**src/rtl/exe_wb_arbiter_if.sv**
```systemverilog
// Writeback request bus between the execution units and the CDB arbiter,
// plus the registered common-data-bus broadcast and conflict statistic.
interface exe_wb_arbiter_if #(
    parameter int unsigned DATA    = 32,
    parameter int unsigned UNITS   = 6,
    parameter int unsigned RF_ADDR = 6,
    parameter int unsigned ROB_ID  = 5
);
    logic [UNITS-1:0]         wb_req_;
    logic [UNITS*RF_ADDR-1:0] wb_rd;
    logic [UNITS*ROB_ID-1:0]  wb_rob_id;
    logic [UNITS*DATA-1:0]    wb_data;
    logic [UNITS-1:0]         wb_exp_;
    logic [UNITS-1:0]         wb_ack_;
    logic                     cdb_stall_;
    logic                     flush_;
    logic                     cdb_valid_;
    logic [RF_ADDR-1:0]       cdb_rd;
    logic [ROB_ID-1:0]        cdb_rob_id;
    logic [DATA-1:0]          cdb_data;
    logic                     cdb_exp_;
    logic [15:0]              conflict_cnt;

    modport master (
        output wb_req_, wb_rd, wb_rob_id, wb_data, wb_exp_, cdb_stall_, flush_,
        input  wb_ack_, cdb_valid_, cdb_rd, cdb_rob_id, cdb_data, cdb_exp_, conflict_cnt
    );

    modport slave (
        input  wb_req_, wb_rd, wb_rob_id, wb_data, wb_exp_, cdb_stall_, flush_,
        output wb_ack_, cdb_valid_, cdb_rd, cdb_rob_id, cdb_data, cdb_exp_, conflict_cnt
    );
endinterface

```
**src/rtl/exe_wb_arbiter.sv**
```systemverilog
// Round-robin writeback arbiter: grants one execution unit per cycle and
// registers the winner onto the common data bus for the ROB and wakeup logic.
module exe_wb_arbiter #(
    parameter int unsigned DATA    = 32,
    parameter int unsigned UNITS   = 6,
    parameter int unsigned RF_ADDR = 6,
    parameter int unsigned ROB_ID  = 5
) (
    input  logic            clk,
    input  logic            reset_,
    exe_wb_arbiter_if.slave bus
);
    localparam int unsigned PTR_W = (UNITS > 1) ? $clog2(UNITS) : 1;
    localparam logic [PTR_W-1:0] LAST = PTR_W'(UNITS - 1);
    localparam logic [PTR_W:0]   WRAP = (PTR_W + 1)'(UNITS);

    logic [UNITS-1:0]   req_act;
    logic               multi_req;
    logic               grant_vld;
    logic [PTR_W-1:0]   grant_idx;
    logic [PTR_W:0]     cand_sum;
    logic [PTR_W-1:0]   cand;
    logic [UNITS-1:0]   ack_n;

    logic [PTR_W-1:0]   ptr_q, ptr_d;
    logic               cdb_valid_q, cdb_valid_d;
    logic [RF_ADDR-1:0] cdb_rd_q, cdb_rd_d;
    logic [ROB_ID-1:0]  cdb_rob_id_q, cdb_rob_id_d;
    logic [DATA-1:0]    cdb_data_q, cdb_data_d;
    logic               cdb_exp_q, cdb_exp_d;
    logic [15:0]        cnt_q, cnt_d;

    assign req_act = ~bus.wb_req_;
    // Clearing the lowest set bit leaves something only if two or more are set.
    assign multi_req = |(req_act & (req_act - UNITS'(1)));

    always_comb begin : arbitrate
        grant_vld = 1'b0;
        grant_idx = '0;
        cand_sum  = '0;
        cand      = '0;
        if (reset_ && bus.cdb_stall_ && bus.flush_) begin
            for (int unsigned k = 0; k < UNITS; k++) begin
                cand_sum = {1'b0, ptr_q} + (PTR_W + 1)'(k);
                if (cand_sum >= WRAP) begin
                    cand_sum = cand_sum - WRAP;
                end
                cand = cand_sum[PTR_W-1:0];
                if (!grant_vld && req_act[cand]) begin
                    grant_vld = 1'b1;
                    grant_idx = cand;
                end
            end
        end
    end

    always_comb begin : ack_decode
        ack_n = '1;
        if (grant_vld) begin
            ack_n[grant_idx] = 1'b0;
        end
    end

    assign bus.wb_ack_ = ack_n;

    always_comb begin : next_state
        ptr_d        = ptr_q;
        cdb_valid_d  = ~grant_vld;
        cdb_rd_d     = cdb_rd_q;
        cdb_rob_id_d = cdb_rob_id_q;
        cdb_data_d   = cdb_data_q;
        cdb_exp_d    = cdb_exp_q;
        cnt_d        = cnt_q;
        if (grant_vld) begin
            ptr_d        = (grant_idx == LAST) ? '0 : grant_idx + PTR_W'(1);
            cdb_rd_d     = bus.wb_rd[32'(grant_idx) * RF_ADDR +: RF_ADDR];
            cdb_rob_id_d = bus.wb_rob_id[32'(grant_idx) * ROB_ID +: ROB_ID];
            cdb_data_d   = bus.wb_data[32'(grant_idx) * DATA +: DATA];
            cdb_exp_d    = bus.wb_exp_[grant_idx];
        end
        if (multi_req && bus.cdb_stall_ && bus.flush_ && (cnt_q != '1)) begin
            cnt_d = cnt_q + 16'd1;
        end
    end

    always_ff @(posedge clk or negedge reset_) begin
        if (!reset_) begin
            ptr_q        <= '0;
            cdb_valid_q  <= 1'b1;
            cdb_rd_q     <= '0;
            cdb_rob_id_q <= '0;
            cdb_data_q   <= '0;
            cdb_exp_q    <= 1'b1;
            cnt_q        <= '0;
        end else begin
            ptr_q        <= ptr_d;
            cdb_valid_q  <= cdb_valid_d;
            cdb_rd_q     <= cdb_rd_d;
            cdb_rob_id_q <= cdb_rob_id_d;
            cdb_data_q   <= cdb_data_d;
            cdb_exp_q    <= cdb_exp_d;
            cnt_q        <= cnt_d;
        end
    end

    assign bus.cdb_valid_   = cdb_valid_q;
    assign bus.cdb_rd       = cdb_rd_q;
    assign bus.cdb_rob_id   = cdb_rob_id_q;
    assign bus.cdb_data     = cdb_data_q;
    assign bus.cdb_exp_     = cdb_exp_q;
    assign bus.conflict_cnt = cnt_q;

    // A pending request may only go away after an ack, or around a flush.
    for (genvar u = 0; u < UNITS; u++) begin : g_req_hold
        a_req_hold: assert property (@(posedge clk) disable iff (!reset_)
            (!bus.wb_req_[u] && bus.wb_ack_[u] && bus.flush_) |=> (!bus.wb_req_[u] || !bus.flush_));
    end
endmodule

```
**src/flat_wrapper.sv**
```systemverilog
// flat-port wrapper written by rule: the top's interface ports become plain ports
module exe_wb_arbiter_flat 
#(
    parameter int unsigned DATA    = 32,
    parameter int unsigned UNITS   = 6,
    parameter int unsigned RF_ADDR = 6,
    parameter int unsigned ROB_ID  = 5
)
  (clk, reset_, bus_wb_req_, bus_wb_rd, bus_wb_rob_id, bus_wb_data, bus_wb_exp_, bus_cdb_stall_, bus_flush_, bus_wb_ack_, bus_cdb_valid_, bus_cdb_rd, bus_cdb_rob_id, bus_cdb_data, bus_cdb_exp_, bus_conflict_cnt);
  exe_wb_arbiter_if #(.DATA(DATA), .UNITS(UNITS), .RF_ADDR(RF_ADDR), .ROB_ID(ROB_ID)) bus_i ();
  input  logic clk;
  input  logic reset_;
  input wire logic [$bits(bus_i.wb_req_)-1:0] bus_wb_req_;
  input wire logic [$bits(bus_i.wb_rd)-1:0] bus_wb_rd;
  input wire logic [$bits(bus_i.wb_rob_id)-1:0] bus_wb_rob_id;
  input wire logic [$bits(bus_i.wb_data)-1:0] bus_wb_data;
  input wire logic [$bits(bus_i.wb_exp_)-1:0] bus_wb_exp_;
  input wire logic [$bits(bus_i.cdb_stall_)-1:0] bus_cdb_stall_;
  input wire logic [$bits(bus_i.flush_)-1:0] bus_flush_;
  output wire logic [$bits(bus_i.wb_ack_)-1:0] bus_wb_ack_;
  output wire logic [$bits(bus_i.cdb_valid_)-1:0] bus_cdb_valid_;
  output wire logic [$bits(bus_i.cdb_rd)-1:0] bus_cdb_rd;
  output wire logic [$bits(bus_i.cdb_rob_id)-1:0] bus_cdb_rob_id;
  output wire logic [$bits(bus_i.cdb_data)-1:0] bus_cdb_data;
  output wire logic [$bits(bus_i.cdb_exp_)-1:0] bus_cdb_exp_;
  output wire logic [$bits(bus_i.conflict_cnt)-1:0] bus_conflict_cnt;
  assign bus_i.wb_req_ = bus_wb_req_;
  assign bus_i.wb_rd = bus_wb_rd;
  assign bus_i.wb_rob_id = bus_wb_rob_id;
  assign bus_i.wb_data = bus_wb_data;
  assign bus_i.wb_exp_ = bus_wb_exp_;
  assign bus_i.cdb_stall_ = bus_cdb_stall_;
  assign bus_i.flush_ = bus_flush_;
  assign bus_wb_ack_ = bus_i.wb_ack_;
  assign bus_cdb_valid_ = bus_i.cdb_valid_;
  assign bus_cdb_rd = bus_i.cdb_rd;
  assign bus_cdb_rob_id = bus_i.cdb_rob_id;
  assign bus_cdb_data = bus_i.cdb_data;
  assign bus_cdb_exp_ = bus_i.cdb_exp_;
  assign bus_conflict_cnt = bus_i.conflict_cnt;
  exe_wb_arbiter #(.DATA(DATA), .UNITS(UNITS), .RF_ADDR(RF_ADDR), .ROB_ID(ROB_ID)) u_core (.clk(clk), .reset_(reset_), .bus(bus_i));
endmodule
```
**config.mk**
```make
export PLATFORM = sky130hd
export DESIGN_NAME = exe_wb_arbiter_flat
export DESIGN_NICKNAME = d
export VERILOG_FILES = /design/src/rtl/exe_wb_arbiter_if.sv /design/src/rtl/exe_wb_arbiter.sv /design/src/flat_wrapper.sv
export SDC_FILE = /design/constraint.sdc
export NUM_CORES = 1
export LEC_CHECK = 0
export ABC_CLOCK_PERIOD_IN_PS = 11900
export CAP_MARGIN = 20
export CORE_AREA = 2 2 132 134
export DETAILED_ROUTE_END_ITERATION = 8
export DIE_AREA = 0 0 134 136
export PLACE_DENSITY_LB_ADDON = 0.05
export SKIP_LAST_GASP = 1
export SYNTH_ARGS = -nofsm -noshare
export SYNTH_HDL_FRONTEND = slang
export SYNTH_SLANG_ARGS = --single-unit
```
**constraint.sdc**
```tcl
create_clock -name clk -period 11.9 [get_ports clk]
set_input_delay 1.785 -clock clk [delete_from_list [all_inputs] [get_ports clk]]
set_output_delay 1.785 -clock clk [all_outputs]
set_load 0.05 [all_outputs]
```
**Yosys cells after proc, flatten, opt, wreduce, memory -nomap -nowiden**

Cells that the tools add are included.
Widths: inputs -> output; s select.

- Register bits: 64
- Input bits: 274
- Logic and storage cells: 112

- Add/subtract/negate cells: 14
- $mul: 2
- Order comparisons: 14
- Equal/unequal tests: 2
- Shifts and indexed selects: 3
- Multiplexer cells: 49
- Bitwise gates (word level): 4
- Reductions and logical operators: 17

Operator list:

| cell | number |
|---|---|
| $shiftx 192x9->32 | 1 |
| $mux 3 | 20 |
| $shiftx 36x7->6 | 1 |
| $shiftx 30x7->5 | 1 |
| $lt 3x4->1 const B | 7 |
| $bmux 1 s3 | 7 |
| $ge 4x3->1 const B | 5 |
| $mux 1 | 20 |
| $sub 3x3->3 const B | 6 |
| $add 16x1->16 const B | 1 |
| $ne 16x16->1 const B | 1 |
| $not 6->6 | 2 |
| $logic_and 1x1->1 | 11 |
| $add 3x2->4 const B | 2 |
| $add 3x3->4 const B | 2 |
| $and 6x6->6 | 1 |
| $mul 3x3->6 const B | 1 |
| $mux 6 | 1 |
| $reduce_or 6->1 | 1 |
| $sub 6x1->6 const B | 1 |
| $logic_not 1->1 | 5 |
| $mul 3x2->5 const B | 1 |
| $add 3x1->4 const B | 1 |
| $add 3x1->3 const B | 1 |
| other kinds (5) | 5 |

**Logic depth before layout (Yosys ltp)**

- Word-level depth: 33
- Mapped depth: 18
- Depth with buffers taken out: 11

**Worst setup path before layout**

OpenSTA, ideal clock, no wires.

- Path type: input to output
- From: in bus_wb_req_[1]
- To: out bus_wb_ack_[0]
- Arrival: 4.292 ns
- Slack: 5.823 ns
- Stages: 11
- Buffers on the path: 3
- Cells stage by stage: mux2_2 -> nor3_1 -> or4_1 -> a211oi_4 -> buf_4 -> a32oi_1 -> a221o_1 -> buf_4 -> nand4_2 -> buf_4 -> nand2b_1

- Longest elaborated chain between the ends: 31
- Elaborated cells on any way between the ends: 49

Ends and longest elaborated chain:

| what | line | text |
|---|---|---|
| start, declared | flat_wrapper.sv:13 | `input wire logic [$bits(bus_i.wb_req_)-1:0] bus_wb_req_;` |
| $not 6->6 * | exe_wb_arbiter.sv:33 | `assign req_act = ~bus.wb_req_;` |
| $bmux 1 s3 | exe_wb_arbiter.sv:49 | `if (!grant_vld && req_act[cand]) begin` |
| $mux 1 (implied by the code) | exe_wb_arbiter.sv:49 |  |
| $mux 1 | exe_wb_arbiter.sv:49 |  |
| $mux 1 | exe_wb_arbiter.sv:42 | `if (reset_ && bus.cdb_stall_ && bus.flush_) begin` |
| $logic_not 1->1 | exe_wb_arbiter.sv:49 |  |
| $logic_and 1x1->1 | exe_wb_arbiter.sv:49 |  |
| $mux 1 | exe_wb_arbiter.sv:49 |  |
| [15 not listed] | -- |  |
| $mux 3 | exe_wb_arbiter.sv:49 |  |
| $mux 3 | exe_wb_arbiter.sv:42 |  |
| $lt 3x4->1 (implied by the code) / $ge 3x1->1 (equally long branches) | exe_wb_arbiter.sv:60 | `ack_n[grant_idx] = 1'b0;` |
| $logic_and 1x1->1 (implied by the code) | exe_wb_arbiter.sv:60 |  |
| $mux 1 (implied by the code) | exe_wb_arbiter.sv:60 |  |
| $demux 1 s3 | -- |  |
| $not 6->6 (no source line) | -- |  |
| $mux 6 * | exe_wb_arbiter.sv:59 | `if (grant_vld) begin` |
| end, declared | flat_wrapper.sv:20 | `output wire logic [$bits(bus_i.wb_ack_)-1:0] bus_wb_ack_;` |

Mark *: on every way between the ends. The rest lies on a longest branch, timed or not. The select of a mux whose other input is x is not followed.

**Worst setup path after layout**

- From: in bus_wb_req_[2]
- To: out bus_wb_ack_[0]

Same word-level chain as after synthesis.

==> metrics.txt <==
element type at the critical path start primary input; Critical R2R Launch u_core.ptr_q[0]; TritonCTS clock tree done; Synth Register Bits 64; Residual DRC 0; gr busiest metal met2; DRT Wirelength 28400 um; DR vias 7720; met2 usage 51.1%; Min-Delay Startpoint u_core.bus.cdb_data[22]; die area 0.0182 mm^2; CTS Hold Bufs 0; R2R depth 14; syn nets 1068; Worst EP required 10120 ps; first-pass GRT wire length 42000 um; Fmax achieved 116 MHz; largest area contributor in the netlist dfrtp_1; cell count after synthesis 785; Critical Path End Type output port; GR Overflow Total 0; vias in the first global route 7365; fin util 60.6%; Leak 3.80 nW; Hold Violations, Final 0; Clock Path Buffers 2; Tcrit/Tclk final 72.2%; number of flops mapped to enable cells by yosys 0; Placement Rows 48; PostCTS Resize Cnt 0; Setup Crit Path Kind primary input to output port; die width 134 um; H-tree depth 3; P&R area growth vs syn 55.0%; initial core utilization 39.1%; Post-Syn Area 0.00660 mm^2; Hold Crit Class flop to flop; hold path cells 1; final setup fails 0; sequential-to-total area share from yosys stat 24.3%; fin. max-slew vios 0; root buffer cell clkbuf_16; Max Cap Violations 0; Overall Global Routing Usage 30.0%; clk slew on worst S/H paths 50 ps; Crit Reg-Reg Endpoint u_core.bus.cdb_rd[0]; Final Cell Area 0.0102 mm^2; relative slew slack 24.8%; clk sinks 64; Clk Latency, worst-skew pair 340 ps; Vias/cell 5.94; yosys warns 0; layout cells sized above 1 5.63%; grt met1 use 36.5%; placed cell count 1275; clock skew 12.2 ps; Final HPWL DP 21200 um; run status complete, no violations; top cell type's share of synthesized area 23.5%; Syn Area/Cell 8.41 um^2; DR iter-0 viols 815; Async SR Flop Fraction 100%; Final ANT Viol Nets 0; First-pass DRT Iterations 5; gp weighted congestion 0.870; CTS buffer count 9; Final Critical Period 8600 ps; Power Total 2.58 mW; reg-to-reg slack, setup 6230 ps; Core ar. 0.0169 mm^2; met3 usage 7.46%; Die Y 136 um; RSZ-0062 raised after global routing false; Min-Delay Endpoint u_core.bus.cdb_data[22]; Yosys cell types 77; setup repair bufs after CTS 0; Max VDD drop 0.161 mV; Tightest Pin Transition 1130 ps; setup tns final 0 ps; final net count 1344; top-count cell post-synth nand2_1; pin count of the biggest net entering global routing 82; Routed WL per cell 21.9 um; initial antenna violation count 7; I/O pin count 341; Final Non-Filler Cells 1299; Crit. Startpoint bus_wb_req_[2]; critical path arrival 6810 ps; synth top area cells dfrtp_1 (23%), mux2i_1 (12%), nand2_1 (5.2%); placed instance area 0.00995 mm^2; Primary FF master, synth dfrtp_1; leading cell types by count after synthesis nand2_1 (92), mux2i_1 (80), dfrtp_1 (62); input/output buffers 340; Power per Cell Area 252 mW/mm^2; Max Fanout on Critical Path 39
[cell type report]
| cell class | count | area [um^2] |
|---|---|---|
| Clock buffer | 12 | 246 |
| Tap cell | 225 | 282 |
| Sequential cell | 64 | 1600 |
| Antenna cell | 8 | 20.0 |
| Multi-Input combinational cell | 625 | 4540 |
| Clock inverter | 4 | 22.5 |
| Fill cell | 1551 | 6640 |
| Inverter | 10 | 37.5 |
| Timing Repair Buffer | 351 | 3480 |
[stage by stage]
step                      setup WS (ps)  hold slack [ps]
after CTS                          3340              497
after floorplan                    5820              691
after global placement             3400              479
after global routing               2900              518
after detailed placement           3370              486
final                              3300              492
[power breakdown]
| group | switching [mW] | internal (mW) |
|---|---|---|
| registers | 0.0592 | 0.302 |
| clock network | 0.0991 | 0.146 |
| logic | 1.29 | 0.686 |
[cell families (layout without fill, tap and decap cells)]
kind of cell	Yosys count	after routing	share of synthesized area, %
fa+ha+maj	10	10	1.86
compound gates	272	272	31.5
other cells	0	8	0
mux	88	88	13.8
buf+inv	96	377	7.71
flops	64	64	24.3
xor+xnor	19	19	2.63
simple gates	236	236	18.2
[layer usage]
layer	wire (um)	up-vias
li1	-	3632
met1	11200	3715
met2	14500	342
met3	2180	31
met4	589	0
met5	0	-
[layout by cell type (no fill, tap or decap), drive strengths merged, types with 3 or more instances in the layout]
cell type	instances
o2111ai	20
mux2i	81
o32a	19
a211o	4
o31a	3
o21a	5
o211ai	4
dfrtp	62
nor3	9
a221oi	19
nor2	16
o21ai	69
o221a	24
nand4	24
a2111oi	18
nand2	93
nand3	49
inv	10
mux2	6
a311o	18
buf	12
clkbuf	12
a21boi	3
diode	8
nor2b	3
xor2	5
xnor2	14
a211oi	4
clkdlybuf4s50	339
or3	4
nand2b	3
clkinv	3
ha	9
and3	25
a21oi	46
[state kept, by name, summed over array words and instances (netlist names)]
register                 flops
u_core.bus.cdb_data         32
u_core.bus.conflict_cnt     16
u_core.ptr_q                 3
u_core.bus.cdb_valid_        1
u_core.bus.cdb_rob_id        5
u_core.bus.cdb_exp_          1
u_core.bus.cdb_rd            6
[worst max-delay path by stage]
stage                endpoint  slack [ps]  cells past startpoint
6_report       bus_wb_ack_[0]        3300                     12
5_1_grt        bus_wb_ack_[0]        2900                     12
3_3_place_gp   bus_wb_ack_[0]        3400                     12
3_5_place_dp   bus_wb_ack_[0]        3370                     12
2_1_floorplan  bus_wb_ack_[0]        5820                     11
4_1_cts        bus_wb_ack_[0]        3340                     12
[critical path, cell delays in order]
cell and delay [ps]:
clkdlybuf4s50_1 490, mux2i_1 430, o21ai_0 250, nor3_1 410, a211oi_4 70, buf_4 250
and3_1 520, o32ai_4 380, buf_4 380, nand4_2 660, nand2b_1 400, clkdlybuf4s50_1 760
Power figures use the tool's default switching activity.
